**src/rtl/wb_stage_pipelined_if.sv**
```systemverilog
// ----------------------------------------------------------------------------
// wb_stage_pipelined_if
//   Bundles the memory-stage entry, the W-register control and the write-back
//   results of wb_stage_pipelined into one interface.
//
//   master : the upstream side (memory stage / hazard unit). It drives the
//            M-stage fields and i_StallW/i_FlushW and observes the W outputs.
//   slave  : the write-back stage itself.
//
//   M-stage fields : i_ValidM, i_RegWriteM, i_WriteRegM, i_ResultSrcM,
//                    i_HiLoSelM, i_LoadTypeM, i_LoadUnsignedM, i_HiLoWriteM,
//                    i_ALUOutM, i_ReadDataM, i_PCPlus4M, i_HiM, i_LoM
//   W control      : i_StallW (hold), i_FlushW (bubble, wins over stall)
//   W outputs      : o_ResultW, o_WriteRegW, o_RegWriteW, o_MisalignW,
//                    o_HiW, o_LoW, o_RetireCount
// ----------------------------------------------------------------------------
interface wb_stage_pipelined_if #(
    parameter int DATA_WIDTH     = 32,
    parameter int REG_ADDR_WIDTH = 5,
    parameter int CNT_WIDTH      = 32
);
    logic                      i_ValidM;
    logic                      i_RegWriteM;
    logic [REG_ADDR_WIDTH-1:0] i_WriteRegM;
    logic [1:0]                i_ResultSrcM;
    logic                      i_HiLoSelM;
    logic [1:0]                i_LoadTypeM;
    logic                      i_LoadUnsignedM;
    logic                      i_HiLoWriteM;
    logic [DATA_WIDTH-1:0]     i_ALUOutM;
    logic [DATA_WIDTH-1:0]     i_ReadDataM;
    logic [DATA_WIDTH-1:0]     i_PCPlus4M;
    logic [DATA_WIDTH-1:0]     i_HiM;
    logic [DATA_WIDTH-1:0]     i_LoM;
    logic                      i_StallW;
    logic                      i_FlushW;

    logic [DATA_WIDTH-1:0]     o_ResultW;
    logic [REG_ADDR_WIDTH-1:0] o_WriteRegW;
    logic                      o_RegWriteW;
    logic                      o_MisalignW;
    logic [DATA_WIDTH-1:0]     o_HiW;
    logic [DATA_WIDTH-1:0]     o_LoW;
    logic [CNT_WIDTH-1:0]      o_RetireCount;

    modport master (
        output i_ValidM, i_RegWriteM, i_WriteRegM, i_ResultSrcM, i_HiLoSelM,
               i_LoadTypeM, i_LoadUnsignedM, i_HiLoWriteM, i_ALUOutM,
               i_ReadDataM, i_PCPlus4M, i_HiM, i_LoM, i_StallW, i_FlushW,
        input  o_ResultW, o_WriteRegW, o_RegWriteW, o_MisalignW,
               o_HiW, o_LoW, o_RetireCount
    );

    modport slave (
        input  i_ValidM, i_RegWriteM, i_WriteRegM, i_ResultSrcM, i_HiLoSelM,
               i_LoadTypeM, i_LoadUnsignedM, i_HiLoWriteM, i_ALUOutM,
               i_ReadDataM, i_PCPlus4M, i_HiM, i_LoM, i_StallW, i_FlushW,
        output o_ResultW, o_WriteRegW, o_RegWriteW, o_MisalignW,
               o_HiW, o_LoW, o_RetireCount
    );
endinterface

```
**src/rtl/wb_stage_pipelined.sv**
```systemverilog
// ----------------------------------------------------------------------------
// wb_stage_pipelined
//   MEM/WB pipeline register with stall/flush, load alignment with sign/zero
//   extension, four-way result select, architectural HI/LO and a retired
//   instruction counter.
//
//   i_clk   : clock, rising edge
//   i_rst_n : asynchronous active-low reset
//   wb      : wb_stage_pipelined_if.slave (M entry, stall/flush, W outputs)
//
//   All W outputs are combinational from the W register (one cycle after
//   capture). HI/LO and the counter update only when the W entry commits.
// ----------------------------------------------------------------------------
module wb_stage_pipelined #(
    parameter int DATA_WIDTH     = 32,
    parameter int REG_ADDR_WIDTH = 5,
    parameter int CNT_WIDTH      = 32
) (
    input  logic                 i_clk,
    input  logic                 i_rst_n,
    wb_stage_pipelined_if.slave  wb
);
    localparam int OFF_W = $clog2(DATA_WIDTH / 8);

    typedef enum logic [1:0] {
        SRC_ALU  = 2'b00,
        SRC_LOAD = 2'b01,
        SRC_LINK = 2'b10,
        SRC_HILO = 2'b11
    } result_src_e;

    typedef enum logic [1:0] {
        LD_FULL = 2'b00,
        LD_BYTE = 2'b01,
        LD_HALF = 2'b10,
        LD_RSVD = 2'b11
    } load_type_e;

    typedef struct packed {
        logic                      valid;
        logic                      reg_write;
        logic [REG_ADDR_WIDTH-1:0] write_reg;
        result_src_e               result_src;
        logic                      hilo_sel;
        load_type_e                load_type;
        logic                      load_unsigned;
        logic                      hilo_write;
        logic [DATA_WIDTH-1:0]     alu_out;
        logic [DATA_WIDTH-1:0]     read_data;
        logic [DATA_WIDTH-1:0]     pc_plus4;
        logic [DATA_WIDTH-1:0]     hi;
        logic [DATA_WIDTH-1:0]     lo;
    } w_entry_t;

    w_entry_t              m_entry;
    w_entry_t              w_q;
    logic [DATA_WIDTH-1:0] hi_q;
    logic [DATA_WIDTH-1:0] lo_q;
    logic [CNT_WIDTH-1:0]  retire_count_q;

    logic [OFF_W-1:0]      offset;
    logic [7:0]            byte_lane;
    logic [15:0]           half_lane;
    logic [DATA_WIDTH-1:0] load_ext;
    logic [DATA_WIDTH-1:0] result;
    logic                  misalign;
    logic                  commit;

    // NOTE: every signal written in an always_comb gets a default first, so
    //       no path through the block leaves it unassigned (no latch).
    always_comb begin
        m_entry               = '0;
        m_entry.valid         = wb.i_ValidM;
        m_entry.reg_write     = wb.i_RegWriteM;
        m_entry.write_reg     = wb.i_WriteRegM;
        m_entry.result_src    = result_src_e'(wb.i_ResultSrcM);
        m_entry.hilo_sel      = wb.i_HiLoSelM;
        m_entry.load_type     = load_type_e'(wb.i_LoadTypeM);
        m_entry.load_unsigned = wb.i_LoadUnsignedM;
        m_entry.hilo_write    = wb.i_HiLoWriteM;
        m_entry.alu_out       = wb.i_ALUOutM;
        m_entry.read_data     = wb.i_ReadDataM;
        m_entry.pc_plus4      = wb.i_PCPlus4M;
        m_entry.hi            = wb.i_HiM;
        m_entry.lo            = wb.i_LoM;
    end

    // W register. Flush wins over stall; a bubble is the all-zero entry.
    // NOTE: sequential state uses non-blocking assignments so every register
    //       samples pre-edge values regardless of block ordering. All fields
    //       are reset, not only valid, so every W output reads 0 in reset.
    always_ff @(posedge i_clk or negedge i_rst_n) begin
        if (!i_rst_n) begin
            w_q <= '0;
        end else if (wb.i_FlushW) begin
            w_q <= '0;
        end else if (!wb.i_StallW) begin
            w_q <= m_entry;
        end
    end

    // Little-endian lane extraction from the low address bits.
    assign offset    = w_q.alu_out[OFF_W-1:0];
    assign byte_lane = 8'(w_q.read_data >> {offset, 3'b000});
    assign half_lane = 16'(w_q.read_data >> {offset[OFF_W-1:1], 4'b0000});

    always_comb begin
        load_ext = w_q.read_data;
        unique case (w_q.load_type)
            LD_BYTE: load_ext = w_q.load_unsigned
                              ? {{(DATA_WIDTH-8){1'b0}}, byte_lane}
                              : {{(DATA_WIDTH-8){byte_lane[7]}}, byte_lane};
            LD_HALF: load_ext = w_q.load_unsigned
                              ? {{(DATA_WIDTH-16){1'b0}}, half_lane}
                              : {{(DATA_WIDTH-16){half_lane[15]}}, half_lane};
            default: load_ext = w_q.read_data;  // full width and reserved
        endcase
    end

    // Bytes are always aligned; halves need an even offset; full/reserved
    // loads need offset 0. Only real load entries can be misaligned.
    always_comb begin
        misalign = 1'b0;
        if (w_q.valid && w_q.result_src == SRC_LOAD) begin
            unique case (w_q.load_type)
                LD_BYTE: misalign = 1'b0;
                LD_HALF: misalign = offset[0];
                default: misalign = (offset != '0);
            endcase
        end
    end

    // HI/LO reads see the architectural value, i.e. before any update this
    // same entry is about to commit.
    always_comb begin
        result = w_q.alu_out;
        unique case (w_q.result_src)
            SRC_ALU:  result = w_q.alu_out;
            SRC_LOAD: result = load_ext;
            SRC_LINK: result = w_q.pc_plus4;
            SRC_HILO: result = w_q.hilo_sel ? hi_q : lo_q;
        endcase
    end

    // A held entry commits only on the edge where the stall releases; a
    // flush discards it without committing.
    assign commit = w_q.valid & ~wb.i_StallW & ~wb.i_FlushW & ~misalign;

    always_ff @(posedge i_clk or negedge i_rst_n) begin
        if (!i_rst_n) begin
            hi_q           <= '0;
            lo_q           <= '0;
            retire_count_q <= '0;
        end else if (commit) begin
            retire_count_q <= retire_count_q + CNT_WIDTH'(1);
            if (w_q.hilo_write) begin
                hi_q <= w_q.hi;
                lo_q <= w_q.lo;
            end
        end
    end

    assign wb.o_ResultW     = result;
    assign wb.o_WriteRegW   = w_q.write_reg;
    assign wb.o_RegWriteW   = w_q.valid & w_q.reg_write & ~misalign;
    assign wb.o_MisalignW   = misalign;
    assign wb.o_HiW         = hi_q;
    assign wb.o_LoW         = lo_q;
    assign wb.o_RetireCount = retire_count_q;
endmodule

```
**src/flat_wrapper.sv**
```systemverilog
// flat-port wrapper written by rule: the top's interface ports become plain ports
module wb_stage_pipelined_flat 
#(
    parameter int DATA_WIDTH     = 32,
    parameter int REG_ADDR_WIDTH = 5,
    parameter int CNT_WIDTH      = 32
)
  (i_clk, i_rst_n, wb_i_ValidM, wb_i_RegWriteM, wb_i_WriteRegM, wb_i_ResultSrcM, wb_i_HiLoSelM, wb_i_LoadTypeM, wb_i_LoadUnsignedM, wb_i_HiLoWriteM, wb_i_ALUOutM, wb_i_ReadDataM, wb_i_PCPlus4M, wb_i_HiM, wb_i_LoM, wb_i_StallW, wb_i_FlushW, wb_o_ResultW, wb_o_WriteRegW, wb_o_RegWriteW, wb_o_MisalignW, wb_o_HiW, wb_o_LoW, wb_o_RetireCount);
  wb_stage_pipelined_if #(.DATA_WIDTH(DATA_WIDTH), .REG_ADDR_WIDTH(REG_ADDR_WIDTH), .CNT_WIDTH(CNT_WIDTH)) wb_i ();
  input  logic i_clk;
  input  logic i_rst_n;
  input wire logic [$bits(wb_i.i_ValidM)-1:0] wb_i_ValidM;
  input wire logic [$bits(wb_i.i_RegWriteM)-1:0] wb_i_RegWriteM;
  input wire logic [$bits(wb_i.i_WriteRegM)-1:0] wb_i_WriteRegM;
  input wire logic [$bits(wb_i.i_ResultSrcM)-1:0] wb_i_ResultSrcM;
  input wire logic [$bits(wb_i.i_HiLoSelM)-1:0] wb_i_HiLoSelM;
  input wire logic [$bits(wb_i.i_LoadTypeM)-1:0] wb_i_LoadTypeM;
  input wire logic [$bits(wb_i.i_LoadUnsignedM)-1:0] wb_i_LoadUnsignedM;
  input wire logic [$bits(wb_i.i_HiLoWriteM)-1:0] wb_i_HiLoWriteM;
  input wire logic [$bits(wb_i.i_ALUOutM)-1:0] wb_i_ALUOutM;
  input wire logic [$bits(wb_i.i_ReadDataM)-1:0] wb_i_ReadDataM;
  input wire logic [$bits(wb_i.i_PCPlus4M)-1:0] wb_i_PCPlus4M;
  input wire logic [$bits(wb_i.i_HiM)-1:0] wb_i_HiM;
  input wire logic [$bits(wb_i.i_LoM)-1:0] wb_i_LoM;
  input wire logic [$bits(wb_i.i_StallW)-1:0] wb_i_StallW;
  input wire logic [$bits(wb_i.i_FlushW)-1:0] wb_i_FlushW;
  output wire logic [$bits(wb_i.o_ResultW)-1:0] wb_o_ResultW;
  output wire logic [$bits(wb_i.o_WriteRegW)-1:0] wb_o_WriteRegW;
  output wire logic [$bits(wb_i.o_RegWriteW)-1:0] wb_o_RegWriteW;
  output wire logic [$bits(wb_i.o_MisalignW)-1:0] wb_o_MisalignW;
  output wire logic [$bits(wb_i.o_HiW)-1:0] wb_o_HiW;
  output wire logic [$bits(wb_i.o_LoW)-1:0] wb_o_LoW;
  output wire logic [$bits(wb_i.o_RetireCount)-1:0] wb_o_RetireCount;
  assign wb_i.i_ValidM = wb_i_ValidM;
  assign wb_i.i_RegWriteM = wb_i_RegWriteM;
  assign wb_i.i_WriteRegM = wb_i_WriteRegM;
  assign wb_i.i_ResultSrcM = wb_i_ResultSrcM;
  assign wb_i.i_HiLoSelM = wb_i_HiLoSelM;
  assign wb_i.i_LoadTypeM = wb_i_LoadTypeM;
  assign wb_i.i_LoadUnsignedM = wb_i_LoadUnsignedM;
  assign wb_i.i_HiLoWriteM = wb_i_HiLoWriteM;
  assign wb_i.i_ALUOutM = wb_i_ALUOutM;
  assign wb_i.i_ReadDataM = wb_i_ReadDataM;
  assign wb_i.i_PCPlus4M = wb_i_PCPlus4M;
  assign wb_i.i_HiM = wb_i_HiM;
  assign wb_i.i_LoM = wb_i_LoM;
  assign wb_i.i_StallW = wb_i_StallW;
  assign wb_i.i_FlushW = wb_i_FlushW;
  assign wb_o_ResultW = wb_i.o_ResultW;
  assign wb_o_WriteRegW = wb_i.o_WriteRegW;
  assign wb_o_RegWriteW = wb_i.o_RegWriteW;
  assign wb_o_MisalignW = wb_i.o_MisalignW;
  assign wb_o_HiW = wb_i.o_HiW;
  assign wb_o_LoW = wb_i.o_LoW;
  assign wb_o_RetireCount = wb_i.o_RetireCount;
  wb_stage_pipelined #(.DATA_WIDTH(DATA_WIDTH), .REG_ADDR_WIDTH(REG_ADDR_WIDTH), .CNT_WIDTH(CNT_WIDTH)) u_core (.i_clk(i_clk), .i_rst_n(i_rst_n), .wb(wb_i));
endmodule
```
**config.mk**
```make
export PLATFORM = sky130hd
export DESIGN_NAME = wb_stage_pipelined_flat
export DESIGN_NICKNAME = d
export VERILOG_FILES = /design/src/rtl/wb_stage_pipelined_if.sv /design/src/rtl/wb_stage_pipelined.sv /design/src/flat_wrapper.sv
export SDC_FILE = /design/constraint.sdc
export NUM_CORES = 1
export LEC_CHECK = 0
export BUFFER_PORTS_ARGS = -buffer_cell sky130_fd_sc_hd__buf_2
export CORE_MARGIN = 8
export CORE_UTILIZATION = 54
export CTS_CLUSTER_DIAMETER = 120
export CTS_CLUSTER_SIZE = 20
export DETAILED_ROUTE_END_ITERATION = 8
export PLACE_DENSITY = 0.79
export SLEW_MARGIN = 20
export SYNTH_ARGS = -nofsm -noshare
export SYNTH_HDL_FRONTEND = slang
export SYNTH_SLANG_ARGS = --single-unit
```
**constraint.sdc**
```tcl
create_clock -name i_clk -period 3.1 [get_ports i_clk]
set_clock_uncertainty 0.15 [all_clocks]
set_input_delay 0.93 -clock i_clk [delete_from_list [all_inputs] [get_ports i_clk]]
set_output_delay 0.93 -clock i_clk [all_outputs]
set_load 0.1 [all_outputs]
```
Yosys cells after proc, flatten, opt, wreduce, memory -nomap -nowiden
Index checks and enable logic that the tools add are counted.
Storage, ports and cells
  bits in registers: 270
  input bits: 178
  output and inout port bits: 135
  word-level logic and storage cells: 46
Operators by class
  $add $sub $neg: 1
  equal/unequal tests: 6
  shifts and indexed selects: 2
  mux-type cells: 9
  bitwise gates (word level): 8
  reductions and logical operators: 4
Operators with widths (count)
  $mux W174: 2
  $pmux W32 S4: 1
  $mux W32: 3
  $pmux W32 S2: 1
  $add A32 B1 Y32 const B: 1
  $shr A32 B5 Y16: 1
  $shr A32 B5 Y8: 1
  $eq A2 B2 Y1 const B: 3
  $and A1 B1 Y1: 5
  $eq A2 B1 Y1 const B: 2
  $not A1 Y1: 3
  $logic_not A2 Y1: 1
  $ne A2 B1 Y1 const B: 1
  $pmux W1 S2: 1
  $reduce_and A2 Y1: 1
  $reduce_bool A2 Y1: 1
  $logic_and A1 B1 Y1: 1
  $mux W1: 1

Depth between registers and ports, before layout
Gate-level depths: netlist of run 1.
  depth after elaboration: 6
  gate-level depth with buffers: 9
  depth with buffers taken out: 7

Least setup slack after synthesis of run 1
Ideal clock, no wire load.
  kind: reg2out
  from: reg u_core.w_q[162] (netlist name)
  to: out wb_o_ResultW[8]
  data arrival time: 3013 ps
  data required time: 2020 ps
  path slack: -993 ps
  cell stages (with the launch flop): 8
  path buffers: 2
  cells stage by stage: dfrtp_1 inv_1 ha_1 inv_1 clkbuf_1 clkbuf_1 o221ai_1 a21oi_1
On the way
  cells in the longest elaborated chain, start to end: 3
  elaborated cells between the ends (all ways): 4
  classes of those cells: eq/ne (2); mux (2)
Ends and longest elaborated chain
  start, declared: RTL line wb_stage_pipelined.sv:56  | w_entry_t w_q;
  start signal, assigned: RTL line wb_stage_pipelined.sv:98  | w_q <= m_entry;
  $eq A2 B2 Y1 / $eq A2 B1 Y1 (equally long branches): RTL line wb_stage_pipelined.sv:109  | unique case (w_q.load_type)
  $pmux W32 S2 (*): RTL line wb_stage_pipelined.sv:109
  $pmux W32 S4 (*): RTL line wb_stage_pipelined.sv:137  | unique case (w_q.result_src)
  end, declared: RTL line flat_wrapper.sv:27  | output wire logic [$bits(wb_i.o_ResultW)-1:0] wb_o_ResultW;
Every way passes the cells marked *; elsewhere a longest branch is shown, timed or not.

Final worst setup path of run 1
  from: reg u_core.w_q[163] (netlist name)
  to: out wb_o_ResultW[17]
Same word-level chain as after synthesis.

==> flow_metrics.tcl, run 1 <==
set metrics [dict create \
    layout-drive-gt1-share_pct 40.8 \
    crit_required_ns 2.02 \
    crit_fanout 7 \
    netlist_area_um2 12800 \
    h-tree-depth 1 \
    max_freq_ghz 0.274 \
    hold_ws_ns 0.236 \
    stdcell_area_um2 16700 \
    finalWorstSetupSlack_ns -0.547 \
    detail_route.iter0.violations 764 \
    ant_nets 0 \
    worstRegToRegCells 12 \
    cts_sinks 270 \
    placed_area_um2 15500 \
    area_delta_synth_final_pct 31.1 \
    seqPwrFrac_pct 45.5 \
    overflow 0 \
    power.density_nw_per_um2 512 \
    antenna_found_initial 15 \
    grt.total_usage_pct 26.4 \
    coreArea_um2 23300 \
    drv.max_cap_violation_count 0 \
    pwr-share-clk_pct 25.4 \
    timing_worst_setup_path_type "flop to output port" \
    root_buffer "clkbuf_16" \
    cts_hold_buf 0 \
    drc 0 \
    syn_inst 1127 \
    endpoint_kind "output port" \
    status "finished, violations left" \
    min_path_type "primary input to async pin" \
    cts_made_buffers 17 \
    comb_power_share_pct 29.1 \
    vias 10003 \
    die_y_um 170 \
    synth_top_flop_cell "dfrtp_1" \
    io-pin-count 313 \
    grt_max_degree 175 \
    dpl.hpwl_mm 27.6 \
    synth-seq-cells 270 \
    yosys-top-cells-area "dfrtp_1, mux2i_1, mux2_2" \
    core.rowCount 56 \
    setup_viol 34 \
    min_period_over_period_pct 118 \
    synth_top_area_share_pct 53.0 \
    fin_crit_ns 3.65 \
    wl_mm 39.0 \
    synth_seq_area_share_pct 53.0 \
    grt_pass1_vias 10379 \
    routabilityCongestion 0.917 \
    startpoint_type "flop" \
    switching_share_pct 35.4 \
    slew_headroom_pct 44.3 \
    clk_pin_slew_ns 0.09 \
    port_buffers 312 \
    violations "negative setup slack" \
    p_leak_nw 8.54 \
    hold_viol_final 0 \
    total_power_mw 8.57 \
    die_area_um2 28800 \
    cts_tree "built" \
    synth_area_per_cell_um2 11.3 \
    preCtsSetupSlack_ns -0.0513 \
    syn_nets 1308 \
    clockBufferDepth 3 \
    synth-edff-count 0 \
    intPower_mw 5.54 \
    drv_slew 0 \
    cp_data_arrival_time_ns 2.57 \
    vias_per_cell 5.65 \
    first_pass_iters 5 \
    async_reset_ff_share_pct 100 \
    ir_drop_uv 741 \
    start_util_pct 54.7 \
    clk_latency_ns 0.51 \
    drt-wirelength-per-cell_um 22.1 \
    grt_pass1_wl_mm 59.7 \
    yosys.area.top_type "dfrtp_1" \
    p_sw_mw 3.03 \
    ys_warn_count 0 \
    nets 1616 \
    tightest_slew_ns 0.836 \
    rsz0062_at_grt "yes" \
    netlist-cell-type-count 47 \
    die_w_um 170 \
]
## metal layers
| layer | global-route usage [%] | vias to the layer above | share of wire (%) | wire length, um |
|---|---|---|---|---|
| met5 | 0 | - | 0.17 | 67 |
| met1 | 32.5 | 5003 | 39 | 15100 |
| li1 | - | 4501 | - | - |
| met2 | 43.7 | 399 | 49 | 19000 |
| met3 | 6.68 | 90 | 8.4 | 3300 |
| met4 | 11.2 | 10 | 4.3 | 1670 |
## critical path, cell delays in order, from the launching register on
cell,delay [ns]
dfrtp_1,0.41
buf_6,0.13
ha_4,0.29
inv_4,0.04
a221o_2,0.49
clkbuf_16,0.22
a21oi_4,0.13
o22a_4,0.17
buf_12,0.17
## state kept, by name, indices dropped and copies added, names as in the netlist
name                     count
u_core.w_q                 167
u_core.wb.o_HiW             32
u_core.wb.o_LoW             32
u_core.wb.o_RetireCount     32
u_core.wb.o_WriteRegW        5
u_core.offset                2
## cells by family (layout without fill, tap and decap cells)
| family | Yosys count | in the layout | synth area share [%] |
|---|---|---|---|
| AO/OA/AOI/OAI | 114 | 114 | 6.08 |
| flip-flops | 270 | 270 | 53.0 |
| XOR/XNOR | 31 | 31 | 2.13 |
| other | 0 | 13 | 0 |
| multiplexers | 290 | 290 | 23.9 |
| buffers and inverters | 105 | 415 | 4.07 |
| AND/OR/NAND/NOR | 314 | 314 | 10.6 |
| adder cells (fa/ha/maj) | 3 | 3 | 0.294 |
## cells in the final DEF, fill, tap and decap left out, drive strengths merged, types with 5 or more instances in the layout
cell,count
nand2,32
xnor2,13
clkbuf,19
buf,367
nor3,12
o22a,24
nor2b,5
xor2,18
diode,13
inv,26
nand4,10
o221ai,11
and2,6
o22ai,6
dfrtp,270
o21ai,7
nor2,227
mux2i,199
mux2,88
a21oi,50
nand3,10
## stage by stage
stage,utilization (%),TNS [ns],std cells
final,71.7,-13.75,1769
after CTS,70.9,-13.05,1753
after floorplan,-,-0.844,1127
after global routing,71.7,-15.62,1766
after detailed placement,66.6,-0.118,1715
after global placement,66.6,-0.119,1715
## Yosys cell counts, drive strengths merged (11+ instances only)
| cell type | instances |
|---|---|
| o221ai | 11 |
| clkbuf | 40 |
| nor3 | 12 |
| o22a | 24 |
| xor2 | 18 |
| inv | 24 |
| nand2 | 32 |
| mux2i | 199 |
| buf | 41 |
| mux2 | 88 |
| xnor2 | 13 |
| a21oi | 50 |
| nor2 | 227 |
| dfrtp | 270 |
## worst paths after layout
check                                                   startpoint                                       to  slack (ns)
min                                                        i_rst_n               u_core.w_q[95]$_DFFE_PN0P_        0.24
max in group asynchronous                                  i_rst_n               u_core.w_q[57]$_DFFE_PN0P_        1.86
max reg2reg                            u_core.w_q[163]$_DFFE_PN0P_  u_core.wb.o_RetireCount[15]$_DFFE_PN0P_        0.13
min in group i_clk         u_core.wb.o_RetireCount[31]$_DFFE_PN0P_  u_core.wb.o_RetireCount[31]$_DFFE_PN0P_        0.33
max                                    u_core.w_q[163]$_DFFE_PN0P_                         wb_o_ResultW[17]       -0.55
min reg2reg                u_core.wb.o_RetireCount[31]$_DFFE_PN0P_  u_core.wb.o_RetireCount[31]$_DFFE_PN0P_        0.33
## final cells by class
cell class                      instances  area [um^2]
Antenna cell                           13         32.5
Clock buffer                           18          429
Clock inverter                          3         22.5
Fill cell                            1636         6600
Inverter                               24         92.6
Multi-Input combinational cell        752         6200
Sequential cell                       270         6760
Tap cell                              319          399
Timing Repair Buffer                  370         2800
## power groups by stage
| stage | registers [mW] | clock network (mW) | logic [mW] |
|---|---|---|---|
| after global routing | 3.92 | 2.33 | 2.60 |
| after CTS | 3.89 | 2.22 | 2.46 |
| after floorplan | 4.40 | 0 | 1.10 |
| after detailed placement | 3.95 | 0 | 2.34 |
| after global placement | 3.94 | 0 | 2.32 |
| final | 3.90 | 2.18 | 2.49 |
## repair_timing
action,in CTS,in global routing
pin swaps,28,24
resized for setup,80,35
setup endpoints to repair,34,34
cloned,3,0
hold endpoints to repair,0,0
setup buffers,15,8
(Power assumes the default switching activity.)
==> run 2: changes to the inputs <==
Settings changed: BUFFER_PORTS_ARGS -buffer_cell sky130_fd_sc_hd__buf_2 to -buffer_cell sky130_fd_sc_hd__buf_4.
==> run 2 against run 1 <==
The flow still finishes with violations (negative setup slack). Sequential power about the same. Critical path depth increased by 1. Design area increased by 3.8%. Die area unchanged. Count of clock-buffer cells in the layout unchanged. Combinational power increased by 4%. Power increased by 0.73%. Non-clock buffer count increased by 15.
==> flow_metrics.tcl, run 2 (same netlist as run 1, synthesis figures left out) <==
set metrics [dict create \
    violations "negative setup slack" \
    cts_tree "built" \
    timing_worst_setup_path_type "flop to output port" \
    ant_nets 0 \
    endpoint_kind "output port" \
    drc 0 \
    regMostFlops "u_core.w_q" \
    routabilityCongestion 0.917 \
    route.met3.wl_mm 3.19 \
    largest_reg_flops 167 \
    min_period_over_period_pct 116 \
    preCtsSetupSlack_ns -0.136 \
    start_util_pct 54.7 \
    tightest_slew_ns 0.846 \
    drt-wirelength-per-cell_um 22.2 \
    ir_drop_uv 547 \
    finalWorstSetupSlack_ns -0.508 \
    mostFrequentLayoutCells "buf_4, dfrtp_1, nor2_1" \
    die_y_um 170 \
    fin_crit_ns 3.61 \
    min_path_type "primary input to async pin" \
    coreArea_um2 23300 \
    nets 1631 \
    startpoint_type "flop" \
    tns_ns -14.07 \
    cts_sinks 270 \
    crit_fanout 15 \
    port_buffers 312 \
    crit_required_ns 2.02 \
    grt.total_usage_pct 26.7 \
    overflow 0 \
    wl_met2_mm 18.9 \
    rsz0062_at_grt "yes" \
    area_delta_synth_final_pct 36.1 \
    drv_slew 0 \
    vias 10052 \
    regToRegEndpoint "u_core.wb.o_RetireCount[15]$_DFFE_PN0P_" \
    wl_mm 39.3 \
    detail_route.iter0.violations 708 \
    total_power_mw 8.63 \
    clk_pin_slew_ns 0.09 \
    cp_data_arrival_time_ns 2.53 \
    max_freq_ghz 0.277 \
    reg2reg_slack_ns 0.51 \
    antenna_found_initial 2 \
    grt_pass1_vias 10613 \
    status "finished, violations left" \
    crit_start "u_core.w_q[162]$_DFFE_PN0P_" \
    die_w_um 170 \
    clk_latency_ns 0.49 \
    highest_layer "met4" \
    grt_pass1_wl_mm 60.4 \
    vias_per_cell 5.67 \
    drv.max_cap_violation_count 0 \
    slew_headroom_pct 43.6 \
    clockBufferDepth 3 \
    r2r-start "u_core.w_q[163]$_DFFE_PN0P_" \
    p_leak_nw 8.73 \
    grt_max_degree 175 \
    h-tree-depth 1 \
    dpl.hpwl_mm 27.9 \
    drt-met1-wl_mm 15.8 \
    critPathCapture "wb_o_ResultW[19]" \
    die_area_um2 28800 \
    cts_made_buffers 17 \
    root_buffer "clkbuf_16" \
    mostFrequentLayoutCell "buf_4" \
    io-pin-count 313 \
    layout-drive-gt1-share_pct 40.9 \
    setup_viol 34 \
    worstRegToRegCells 9 \
    power.density_nw_per_um2 497 \
    first_pass_iters 5 \
    core.rowCount 56 \
    hold_viol_final 0 \
]
==> run 2: cell count changes in the layout (fill, tap and decap cells not counted), sizes merged <==
cell    delta
buf       +17
bufbuf     -1
clkbuf     -1
clkinv     -1
diode     -11
==> run 2: area by class of cell <==
| class | instances | area [um^2] |
|---|---|---|
| tap | 319 | 399 |
| multi-input combinational | 752 | 6090 |
| sequential | 270 | 6760 |
| inverter | 24 | 90.1 |
| fill | 1566 | 5960 |
| clock inverter | 2 | 20.0 |
| timing repair buffer | 385 | 3580 |
| clock buffer | 18 | 429 |
| antenna | 2 | 5.00 |
==> run 2: critical path, cell delays in order, from the launching register on <==
cell and delay, ns:
dfrtp_1 0.43, buf_6 0.13, ha_4 0.14, nand2b_1 0.06, o22a_1 0.20, a221o_1 0.39
buf_12 0.20, a21oi_2 0.13, o22a_2 0.17, buf_12 0.17
==> run 2: repair_timing <==
item / in CTS / in global routing
pin swaps: 24 / 24
hold buffers: 0 / 0
gates cloned: 1 / 0
resized for setup: 177 / 14
endpoints found under the setup margin: 34 / 34
setup buffers: 14 / 9
==> run 2: stage by stage <==
step	cell area, um^2	std cells	util [%]	hold WS [ns]
finish	17400	1772	74.4	0.202
global placement	15900	1726	68.1	0.310
floorplan	13000	1127	-	0.308
global route	17400	1772	74.4	0.236
detailed placement	15900	1726	68.1	0.313
CTS	17200	1761	73.8	0.230
==> run 2: worst min path at each step <==
stage	startpoint	to
2_1_floorplan	u_core.w_q[38]$_DFFE_PN0P_	u_core.wb.o_HiW[6]$_DFFE_PN0P_
3_3_place_gp	u_core.wb.o_RetireCount[31]$_DFFE_PN0P_	u_core.wb.o_RetireCount[31]$_DFFE_PN0P_
3_5_place_dp	u_core.wb.o_RetireCount[31]$_DFFE_PN0P_	u_core.wb.o_RetireCount[31]$_DFFE_PN0P_
4_1_cts	i_rst_n	u_core.w_q[154]$_DFFE_PN0P_
5_1_grt	i_rst_n	u_core.w_q[157]$_DFFE_PN0P_
6_report	i_rst_n	u_core.w_q[154]$_DFFE_PN0P_
==> run 2: power breakdown <==
part / switching [mW] / internal, mW
combinational: 1.67 / 0.919
clock: 1.15 / 1.00
sequential: 0.175 / 3.72
==> run 2: layer usage <==
metal  up-vias  GRT usage (%)
met5         -              0
met3        80           6.49
met1      5065           33.8
li1       4532              -
met4         0           10.5
met2       375           43.5
==> run 3: changes to the inputs <==
Settings changed: CORE_MARGIN 8 to 1.5, CORE_UTILIZATION 54 to 55, PLACE_DENSITY 0.79 to 0.8.
Clock period 3.1 ns to 4.3 ns, I/O delays scaled along.
==> run 3 against run 2 <==
The run now ends clean. Utilization shrank 4.9 points. Count of clock-buffer cells in the layout is the same. Non-clock buffer count shrank 53. Setup slack gained 0.61 ns. Hold slack gained 0.14 ns. Combinational power shrank 40%. Die area shrank 16%. Final cell count shrank 4.9%. First-iteration DRC count shrank 7.9%. Largest power group unchanged. Highest routed layer unchanged.
==> flow_metrics.tcl, run 3 (same netlist as run 1, synthesis figures left out) <==
set metrics [dict create \
    mostFrequentLayoutCells "buf_4, dfrtp_1, nor2_1" \
    ir_drop_uv 294 \
    slew_headroom_pct 35.8 \
    crit_fanout 16 \
    cp_slowest_stage_delay_ns 0.67 \
    startpoint_type "flop" \
    grt.total_usage_pct 29.3 \
    coreArea_um2 22700 \
    overflow 0 \
    hold_start "u_core.wb.o_RetireCount[31]$_DFFE_PN0P_" \
    endpoint_kind "output port" \
    preCtsSetupSlack_ns 0.378 \
    hold_viol_final 0 \
    cp_data_arrival_time_ns 2.76 \
    drv_slew 0 \
    nets 1578 \
    r2r-start "u_core.w_q[162]$_DFFE_PN0P_" \
    min_path_type "flop to flop" \
    cts_setup_buffers 0 \
    power.density_nw_per_um2 376 \
    rsz0062_at_grt "no" \
    p_leak_nw 8.21 \
    setup_viol 0 \
    cts_made_buffers 17 \
    ant_nets 0 \
    detail_route.iter0.violations 652 \
    dpl.hpwl_mm 25.7 \
    cp_slowest_cell "dfrtp_1" \
    status "finished clean" \
    routabilityCongestion 0.988 \
    timing_worst_setup_path_type "flop to output port" \
    drv.max_cap_violation_count 0 \
    drc 0 \
    layout-drive-gt1-share_pct 33.4 \
    largest_reg_flops 167 \
    tightest_slew_ns 0.964 \
    h-tree-depth 1 \
    cts_sinks 270 \
    finalWorstSetupSlack_ns 0.105 \
    cts_hold_buf 0 \
    placed_area_um2 15300 \
    area_delta_synth_final_pct 23.7 \
    min_period_over_period_pct 97.6 \
    root_buffer "clkbuf_16" \
    io-pin-count 313 \
    fin_crit_ns 4.20 \
    die_area_um2 24100 \
    cts_tree "built" \
    wl_mm 35.7 \
    max_freq_ghz 0.238 \
    port_buffers 312 \
    fill_cells 1736 \
    vias 9656 \
    fin_util_pct 69.5 \
    vias_per_cell 5.73 \
    clockBufferDepth 3 \
    total_power_mw 5.93 \
    worst_path_dominant_cell_family "compound AO/OA/AOI/OAI gates" \
    start_util_pct 56.2 \
    tns_ns 0 \
    regMostFlops "u_core.w_q" \
    grt_pass1_wl_mm 54.7 \
    crit_chain "mux2i_1 > o22a_1 > a221o_4 > o21ai_1 > o21a_1 > buf_6" \
    first_pass_iters 5 \
    crit_start "u_core.offset[0]$_DFFE_PN0P_" \
    drt-wirelength-per-cell_um 21.2 \
    grt_pass1_vias 9729 \
    core.rowCount 55 \
    clk_latency_ns 0.50 \
    stdcell_area_um2 15800 \
    antenna_found_initial 4 \
    clk_pin_slew_ns 0.08 \
    grt_max_degree 120 \
    die_y_um 155 \
    critical_path_buf_inv_count 1 \
    mostFrequentLayoutCell "buf_4" \
    crit_required_ns 2.86 \
    die_w_um 155 \
]
run 3: final timing paths:
kind | end | slack, ns | cells past startpoint
min in group asynchronous | u_core.w_q[21]$_DFFE_PN0P_ | 0.60 | 1
hold reg to reg | u_core.wb.o_RetireCount[31]$_DFFE_PN0P_ | 0.34 | 1
setup / recovery | wb_o_ResultW[16] | 0.10 | 6
setup reg to reg | u_core.wb.o_LoW[21]$_DFFE_PN0P_ | 1.41 | 7
max in group asynchronous | u_core.wb.o_RetireCount[14]$_DFFE_PN0P_ | 2.54 | 2
hold / removal | u_core.wb.o_RetireCount[31]$_DFFE_PN0P_ | 0.34 | 1
run 3: metrics by stage:
stage | hold slack, ns | instances
4_1_cts | 0.339 | 1682
5_1_grt | 0.352 | 1684
6_report | 0.337 | 1685
3_5_place_dp | 0.316 | 1663
3_3_place_gp | 0.315 | 1663
2_1_floorplan | 0.308 | 1127
run 3: layout make-up:
type                            instances  area, um^2  share of cell area, %
Antenna cell                            3        7.51                 0.0476
Multi-Input combinational cell        752        5560                   35.2
Clock buffer                           18         429                   2.72
Timing Repair Buffer                  332        2570                   16.3
Clock inverter                          1        11.3                 0.0713
Inverter                               24        90.1                  0.571
Sequential cell                       270        6760                   42.8
Tap cell                              285         357                   2.26
run 3: per-layer routing:
metal	vias up	global-route usage, %	wire length (um)
met3	81	7.72	2840
met2	367	45.8	16600
li1	4421	-	-
met4	0	11.7	1390
met1	4787	39.3	14900
met5	-	0	0
run 3: timing repair:
item                       CTS  global route
gates resized for setup      4             5
setup endpoints to repair   22            13
pin swaps                    0             0
gates cloned                 0             0
run 3: power by group:
group / leakage [nW] / internal, mW / switching, mW
clock: 0.217 / 0.718 / 0.842
sequential: 3.61 / 2.68 / 0.136
combinational: 4.39 / 0.462 / 1.09
total: 8.21 / 3.86 / 2.07
